File: src/rtl/mux_pkg.sv
//------------------------------------------------------------------------------
// Module   : mux_pkg
// Purpose  : Shared constants and helpers for the round-robin multiplexer
//            family: default data width, channel-index width helper and
//            reset values for the output data and select registers.
// Revision : 1.0 - initial release
//------------------------------------------------------------------------------
`default_nettype none

package mux_pkg;

    localparam int MUX_DEFAULT_W = 64;

    // Reset values of the output register fields (zero-extended at use site)
    localparam int MUX_RST_DATA  = 0;
    localparam int MUX_RST_SEL   = 0;

    // Width needed to encode 'value' distinct indices; never less than 1 so
    // that index vectors always have a legal range.
    function automatic int mux_clog2(input int value);
        int r;
        r = 0;
        while ((1 << r) < value) begin
            r = r + 1;
        end
        if (r == 0) begin
            r = 1;
        end
        return r;
    endfunction

endpackage

`default_nettype wire

File: src/rtl/rr_arbiter.sv
//------------------------------------------------------------------------------
// Module   : rr_arbiter
// Purpose  : Purely combinational round-robin arbiter. Grants the first
//            asserted request found searching upward from 'ptr', wrapping
//            from N-1 to 0. No request gives an all-zero grant.
// Ports    : req[N]        - request vector
//            ptr[SW]       - highest-priority channel index (must be < N)
//            grant[N]      - one-hot grant (or zero)
//            grant_idx[SW] - encoded grant index (0 when no grant)
// Revision : 1.0 - initial release
//------------------------------------------------------------------------------
`default_nettype none

module rr_arbiter
    import mux_pkg::*;
#(
    parameter  int N  = 4,
    localparam int SW = mux_clog2(N)
) (
    input  logic [N-1:0]  req,
    input  logic [SW-1:0] ptr,
    output logic [N-1:0]  grant,
    output logic [SW-1:0] grant_idx
);

    int   w_pos;
    logic w_found;

    // Walk the N positions starting at ptr; the wrap is an explicit subtract
    // so that non-power-of-two N never produces an out-of-range index.
    always_comb begin
        grant     = '0;
        grant_idx = '0;
        w_found   = 1'b0;
        w_pos     = 0;
        for (int k = 0; k < N; k++) begin
            w_pos = int'(ptr) + k;
            if (w_pos >= N) begin
                w_pos = w_pos - N;
            end
            if (!w_found && req[w_pos[SW-1:0]]) begin
                w_found               = 1'b1;
                grant[w_pos[SW-1:0]]  = 1'b1;
                grant_idx             = w_pos[SW-1:0];
            end
        end
    end

endmodule

`default_nettype wire

File: src/rtl/mux_rr_n.sv
//------------------------------------------------------------------------------
// Module   : mux_rr_n
// Purpose  : N-channel, W-bit registered multiplexer with valid/ready
//            handshakes and round-robin arbitration. The selected word is
//            held in an output register until the consumer accepts it;
//            drain and reload in the same cycle give one beat per cycle.
// Options  : MUX_RR_LOCK_EN - packet lock. Adds in_last; after a non-last
//            beat the grant stays on that channel until its last beat.
// Ports    : clk, rst_n (async, active-low)
//            in_data[N*W]  - channel i at [i*W +: W]
//            in_valid[N]   - per-channel request
//            in_ready[N]   - per-channel accept (combinational, one-hot/zero)
//            in_last[N]    - end-of-packet flag (MUX_RR_LOCK_EN only)
//            out_data[W], out_valid, out_sel[SW] - registered output
//            out_ready     - downstream accept
// Revision : 1.0 - initial release
//------------------------------------------------------------------------------
`default_nettype none

module mux_rr_n
    import mux_pkg::*;
#(
    parameter  int N  = 4,
    parameter  int W  = MUX_DEFAULT_W,
    localparam int SW = mux_clog2(N)
) (
    input  logic           clk,
    input  logic           rst_n,
    input  logic [N*W-1:0] in_data,
    input  logic [N-1:0]   in_valid,
    output logic [N-1:0]   in_ready,
`ifdef MUX_RR_LOCK_EN
    input  logic [N-1:0]   in_last,
`endif
    output logic [W-1:0]   out_data,
    output logic           out_valid,
    output logic [SW-1:0]  out_sel,
    input  logic           out_ready
);

    localparam logic [SW-1:0] c_last_idx = SW'(N - 1);

    logic [W-1:0]  r_out_data;
    logic          r_out_valid;
    logic [SW-1:0] r_out_sel;
    logic [SW-1:0] r_ptr;

    logic [W-1:0]  w_ch [N];
    logic [N-1:0]  w_arb_grant;
    logic [SW-1:0] w_arb_idx;
    logic [N-1:0]  w_grant;
    logic [SW-1:0] w_gidx;
    logic [N-1:0]  w_in_ready;
    logic          w_load;
    logic          w_in_fire;
    logic [SW-1:0] w_ptr_next;

    // Split the flat input bus into per-channel words
    for (genvar i = 0; i < N; i++) begin : g_unpack
        assign w_ch[i] = in_data[i*W +: W];
    end

    rr_arbiter #(
        .N         (N)
    ) u_arb (
        .req       (in_valid),
        .ptr       (r_ptr),
        .grant     (w_arb_grant),
        .grant_idx (w_arb_idx)
    );

`ifdef MUX_RR_LOCK_EN
    logic r_locked;

    // While locked the owner is the channel of the previous transfer, which
    // out_sel still holds; if the owner drops valid nobody else is granted.
    always_comb begin
        w_grant = w_arb_grant;
        w_gidx  = w_arb_idx;
        if (r_locked) begin
            w_grant            = '0;
            w_grant[r_out_sel] = in_valid[r_out_sel];
            w_gidx             = r_out_sel;
        end
    end
`else
    assign w_grant = w_arb_grant;
    assign w_gidx  = w_arb_idx;
`endif

    // Register is empty or being drained this cycle
    assign w_load     = !r_out_valid || out_ready;
    assign w_in_ready = w_grant & {N{w_load}};
    assign w_in_fire  = |w_in_ready;
    assign w_ptr_next = (w_gidx == c_last_idx) ? '0 : w_gidx + 1'b1;

    always_ff @(posedge clk or negedge rst_n) begin
        if (!rst_n) begin
            r_out_valid <= 1'b0;
            r_out_data  <= W'(MUX_RST_DATA);
            r_out_sel   <= SW'(MUX_RST_SEL);
            r_ptr       <= '0;
`ifdef MUX_RR_LOCK_EN
            r_locked    <= 1'b0;
`endif
        end else if (w_in_fire) begin
            r_out_valid <= 1'b1;
            r_out_data  <= w_ch[w_gidx];
            r_out_sel   <= w_gidx;
`ifdef MUX_RR_LOCK_EN
            // Pointer only moves when a packet completes
            if (in_last[w_gidx]) begin
                r_locked <= 1'b0;
                r_ptr    <= w_ptr_next;
            end else begin
                r_locked <= 1'b1;
            end
`else
            r_ptr       <= w_ptr_next;
`endif
        end else if (r_out_valid && out_ready) begin
            r_out_valid <= 1'b0;
        end
    end

    assign in_ready  = w_in_ready;
    assign out_data  = r_out_data;
    assign out_valid = r_out_valid;
    assign out_sel   = r_out_sel;

endmodule

`default_nettype wire

File: config.mk
export PLATFORM = sky130hd
export DESIGN_NAME = mux_rr_n
export DESIGN_NICKNAME = d
export VERILOG_FILES = /design/src/rtl/mux_pkg.sv /design/src/rtl/rr_arbiter.sv /design/src/rtl/mux_rr_n.sv
export SDC_FILE = /design/constraint.sdc
export NUM_CORES = 1
export LEC_CHECK = 0
export ABC_AREA = 1
export CAP_MARGIN = 0
export CORE_UTILIZATION = 39
export DETAILED_ROUTE_END_ITERATION = 6
export GPL_TIMING_DRIVEN = 0
export PLACE_DENSITY = 0.84
export SLEW_MARGIN = 20
export SYNTH_ARGS = -nofsm -noshare
export SYNTH_HDL_FRONTEND = slang
export SYNTH_SLANG_ARGS = --single-unit
File: constraint.sdc
create_clock -name clk -period 2.6 [get_ports clk]
set_input_delay 0.26 -clock clk [delete_from_list [all_inputs] [get_ports clk]]
set_output_delay 0.26 -clock clk [all_outputs]
set_load 0.05 [all_outputs]
# Word level (Yosys, flattened, before mapping)
# Cells that the tools add are included.
[classes]
bitwise_logic = 5
reduce_logical = 15
magnitude_cmp = 13
n_eq_ne = 1
add_sub_neg = 8
mux = 37
[op_table]
columns = ["op", "n"]
rows = [
  ["64-bit binary-select mux with 2-bit select", 1],
  ["64-bit two-way mux", 2],
  ["2-bit two-way mux", 9],
  ["4-bit two-way mux", 4],
  ["1-bit two-way mux", 13],
  ["3-bit >= comparator, second input constant", 4],
  ["2-bit by 3-bit < comparator with 1-bit output, second input constant", 4],
  ["4-bit bitwise OR", 3],
  ["1-bit binary-select mux with 2-bit select", 4],
  ["1-bit demux with 2-bit select", 4],
  ["2-bit by 1-bit >= comparator with 1-bit output, second input constant", 4],
  ["1-bit logical AND", 8],
  ["2-bit by 1-bit subtractor with 2-bit output, second input constant", 4],
  ["2-bit by 2-bit adder with 3-bit output, second input constant", 2],
  ["4-bit bitwise AND", 1],
  ["1-bit zero test", 4],
  ["4-bit OR reduction", 1],
  ["2-bit by 1-bit adder with 3-bit output, second input constant", 1],
  ["2-bit by 3-bit >= comparator with 1-bit output, second input constant", 1],
  ["2-bit NOT with 3-bit output", 1],
  ["2-bit by 1-bit adder with 2-bit output, second input constant", 1],
  ["2-bit equality test, second input constant", 1],
  ["2-bit nonzero test", 1],
  ["1-bit logical OR", 1],
]
[totals]
word_cells = 83
out_inout_bits = 71
reg_bits = 69

# Depth between registers and ports, before layout
[logic_depth]
depth_word = 18
depth_mapped = 17
mapped_depth_nobuf = 15

# Cells and area by module
# A second synthesis with hierarchy kept.
[unflattened]
hier_cells = 1141
hier_area_um2 = 6411.1
[by_module_without_submodules]
columns = ["mod", "cells_per_inst", "area_per_inst_um2", "instances"]
rows = [
  ["mux_rr_n", 1059, 5895.7, 1],
  ["rr_arbiter", 82, 515.5, 1],
]

# Worst setup path before layout
# Ideal clock, no wire load.
[synth_timing]
path_kind = "register to register"
from = "reg r_ptr[0]"
to = "reg r_ptr[1]"
path_stages_with_launch = 16
setup_slack_ns = 0.247
n_path_buf = 2
setup_ns = 0.116
arrival_ns = 2.236
required_time_ns = 2.484
path_cell_list = "dfrtp_1 > inv_2 > ha_1 > inv_1 > nand3_1 > nand2_1 > nor2_2 > nand2_1 > nand2_1 > nand2_2 > nand2_2 > buf_6 > buf_2 > ha_1 > nand2_1 > nand2_1"
[synth_via]
elab_chain_cells = 16
elab_cells_between_ends = 68
[synth_lines]
columns = ["item", "line", "rtl"]
rows = [
  ["from (decl)", "mux_rr_n.sv:46", "logic [SW-1:0] r_ptr;"],
  ["from (signal assigned)", "mux_rr_n.sv:119", "r_ptr <= w_ptr_next;"],
  ["branches (longest 13 deep; another with 2-bit by 1-bit adder with 3-bit output)", "--", ""],
  ["2-bit two-way mux (*)", "rr_arbiter.sv:41", "if (!w_found && req[w_pos[SW-1:0]]) begin"],
  ["named net u_arb.grant_idx[0]", "rr_arbiter.sv:23", "output logic [SW-1:0] grant_idx"],
  ["2-bit by 1-bit adder with 2-bit output or 2-bit equality test (tied branches)", "mux_rr_n.sv:95", "assign w_ptr_next = (w_gidx == c_last_idx) ? '0 : w_gidx + 1'b1;"],
  ["2-bit two-way mux (*)", "mux_rr_n.sv:95", ""],
  ["named net w_ptr_next[1]", "mux_rr_n.sv:56", "logic [SW-1:0] w_ptr_next;"],
]
# Mark *: on every way through the listed nets, which the timed path passes. The select of a mux whose other input is x is not followed.
# A chain may end at the register's enable or synchronous reset.

# Worst setup path after layout
[layout_timing]
from = "reg r_ptr[0]"
to = "reg r_out_data[40], in the netlist out_data[40]"
[layout_via]
elab_chain_cells = 18
elab_cells_between_ends = 69
[layout_lines]
columns = ["item", "line", "rtl"]
rows = [
  ["branches (longest 18 deep; another with 2-bit by 1-bit adder with 3-bit output)", "--", ""],
  ["to (signal assigned)", "mux_rr_n.sv:100", "r_out_data <= W'(MUX_RST_DATA);"],
  ["to (signal assigned)", "mux_rr_n.sv:108", "r_out_data <= w_ch[w_gidx];"],
  ["to (decl)", "mux_rr_n.sv:43", "logic [W-1:0] r_out_data;"],
]
# Parallel ways; which one is timed is not known. The select of a mux whose other input is x is not followed.

==> flow_metrics.env <==
export IMPL_core_mm2=0.01594
export IMPL_nNetsFinal=1767
export IMPL_path_buf_inv=3
export IMPL_grt_pass1_vias=7575
export IMPL_ys_warn_count=0
export IMPL_max_stage_delay_ps=400
export IMPL_crit_start="r_ptr[0]"
export IMPL_fin_crit_ps=2467
export IMPL_fin_crit_sh=0.9489
export IMPL_place_gp_congestion=0.9428
export IMPL_critical_path_slowest_cell="dfrtp_2"
export IMPL_n_antenna_cell=0
export IMPL_status="finished, final reports clean"
export IMPL_slew_viol_final=0
export IMPL_clockRootBuffer="clkbuf_16"
export IMPL_die_w_um=130.1
export IMPL_crit_end="out_data[40]"
export IMPL_port_buffers=333
export IMPL_drv_cap=0
export IMPL_cts_tree="done"
export IMPL_cts_path_max_buffers=2
export IMPL_vias=8161
export IMPL_cts_sinks=69
export IMPL_synth_area_leader_cell="dfrtp_1"
export IMPL_cp_start_kind="flip-flop"
export IMPL_synthTopCellsByCount="nand2_1, inv_1, nand3_1, dfrtp_1, buf_2"
export IMPL_crit_cells=14
export IMPL_globalRoute_totalOverflow=0
export IMPL_drt_pass1_iter_count=5
export IMPL_synth_top_cell_area_share=0.2699
export IMPL_required_ps=2830
export IMPL_syn_inst=1144
export IMPL_dieArea_mm2=0.01692
export IMPL_cp_end_kind="flip-flop"
export IMPL_fp_dieH_um=130.1
export IMPL_grt_util_all_layers=0.2892
export IMPL_drive_above_1_share=0.07995
export IMPL_reg2regPathDepth=14
export IMPL_synth_edf_count=0
export IMPL_worstPathArrival_ps=2700
export IMPL_yosysMostFrequentCell="nand2_1"
export IMPL_start_util=0.4013
export IMPL_via_per_inst=4.753
export IMPL_r2r_end="out_data[40]"
export IMPL_slew_headroom=0.6029
export IMPL_critPathTopFamily="simple AND/OR/NAND/NOR gates"
export IMPL_synth_top_cells_by_area="dfrtp_1, nand2_1, nand3_1"
export IMPL_crit_fanout=10
export IMPL_skew_ps=7.859
export IMPL_io_pins=334
export IMPL_tightest_slew_ps=593.8
export IMPL_drt_drc_violations_left=0
export IMPL_fin_util=0.6581
export IMPL_critical_path_class="reg2reg"
export IMPL_grt_pass1_wl_um=37340
export IMPL_setup_violations_final=0
export IMPL_rows=46
export IMPL_avgSynthCellArea_um2=5.592
export IMPL_wirelength_um=24750
export IMPL_fmax_ghz=0.4053
export IMPL_wl_per_cell_um=14.41
export IMPL_syn_to_final_growth_pct=64.01
export IMPL_clkTransAtPathRegs_ps=60
export IMPL_synthFlopType="dfrtp_1"
export IMPL_min_path_type="in2async"
export IMPL_ant_nets=0
export IMPL_yosysSeqAreaShare=0.2699
export IMPL_regToRegSetupSlack_ps=130
export IMPL_final_cells=1717
export IMPL_ys_ff_latch=69
export IMPL_dp_hpwl_um=19250
export IMPL_cts_max_level=3
export IMPL_crit_chain="buf_4 -> nand2_1 -> nand3_2 -> nand2_2 -> nor2_4 -> nand2_2 -> nand2_2 -> buf_4 -> buf_2 -> nand3_1 -> nand3_1 -> nand2_1 -> nand2_1 -> nand2_1"
export IMPL_antenna_found_initial=0
export IMPL_hold_viol_final=0
export IMPL_yosysUniqueCellTypes=24
export IMPL_cts_made_buffers=9
export IMPL_syn_nets=1415
export IMPL_grt_max_degree=36
export IMPL_cp_common_cell="nand2_1"
export IMPL_syn_area_mm2=0.006397
export IMPL_synthArstFlopShare=1.000
export IMPL_clkLatencyLatePin_ps=340
export IMPL_r2r_start="r_ptr[0]"
export IMPL_drtIter0Drc=392
export IMPL_place_inst=1694
[worst register-to-register path, delay by kind of cell (launching register included)]
kind	cells	cell delay, ps
DFF	1	400
and+or+nand+nor	11	1280
buffers and inverters	3	670
[sequential cells by signal (all words and copies together), names as in the netlist]
name       cells
out_data      64
r_ptr          2
out_valid      1
out_sel        2
[metal layers]
layer	track usage	vias to the layer above	part of all wire
li1	-	4115	-
met1	0.3212	3605	0.39
met2	0.5203	374	0.49
met3	0.06437	67	0.089
met4	0.1409	0	0.037
met5	0	-	0
[stage by stage]
stage | worst slack, ps | TNS, ps | hold slack [ps] | instance area, µm²
final | 132.9 | 0 | 414.2 | 10490
after global routing | -1.760 | -1.760 | 469.8 | 10490
after CTS | 8.278 | 0 | 422.1 | 10400
after detailed placement | -453.3 | -20150 | 244.3 | 10020
after global placement | -1188 | -98080 | 460.5 | 10000
after floorplan | 247.4 | 0 | -35.59 | 6397
[timing repair]
action	4_1_cts	5_1_grt
endpoints found under the hold margin	34	0
resized for setup	42	29
pin swaps	1	2
setup buffers	4	2
setup endpoints to repair	73	73
hold buffers	1	0
[layout by cell type (no fill, tap or decap), types with 2 or more instances in the layout]
| cell type | n |
|---|---|
| buf_8 | 2 |
| buf_4 | 26 |
| nand2_1 | 432 |
| ha_1 | 7 |
| nand2_2 | 7 |
| dfrtp_1 | 67 |
| nand3_2 | 2 |
| a21boi_0 | 3 |
| nand4_1 | 4 |
| clkbuf_4 | 3 |
| clkinv_2 | 3 |
| nand2_4 | 2 |
| clkdlybuf4s50_1 | 328 |
| dfrtp_2 | 2 |
| a21oi_1 | 3 |
| buf_12 | 3 |
| clkbuf_2 | 12 |
| nor2_1 | 2 |
| buf_2 | 31 |
| buf_6 | 4 |
| inv_1 | 267 |
| clkbuf_16 | 9 |
| nand3_1 | 263 |
| nor2_4 | 5 |
| clkinv_4 | 3 |
[kinds of logic (layout without fill, tap and decap cells)]
kind of cell,count (synthesis),in the layout,share of synthesized area
DFF,69,69,0.2699
and+or+nand+nor,719,719,0.4862
AOI/OAI and AO/OA,10,10,0.01056
buffers and inverters,338,695,0.2177
adders and majority gates,8,8,0.01565
[area by class of cell]
| cell class | instances | area [µm²] |
|---|---|---|
| buffer | 69 | 439.2 |
| clock buffer | 10 | 239.0 |
| clock inverter | 6 | 62.56 |
| fill | 1487 | 5450 |
| inverter | 269 | 1017 |
| multi-input combinational | 737 | 3313 |
| sequential | 69 | 1729 |
| tap | 216 | 270.3 |
| timing repair buffer | 341 | 3422 |
[how the worst min path moves through the flow]
| stage | start | endpoint | slack [ps] | depth (start not counted) |
|---|---|---|---|---|
| after floorplan | rst_n | out_data[0] | -40 | 0 |
| after global placement | out_data[41] | out_data[41] | 460 | 2 |
| after detailed placement | rst_n | out_data[38] | 240 | 1 |
| after CTS | rst_n | out_data[38] | 420 | 2 |
| after global routing | rst_n | out_data[38] | 470 | 2 |
| final | rst_n | out_data[38] | 410 | 2 |
Power is not shown: default switching activity piles up to over one toggle a cycle in this logic, so the estimate is an artifact.
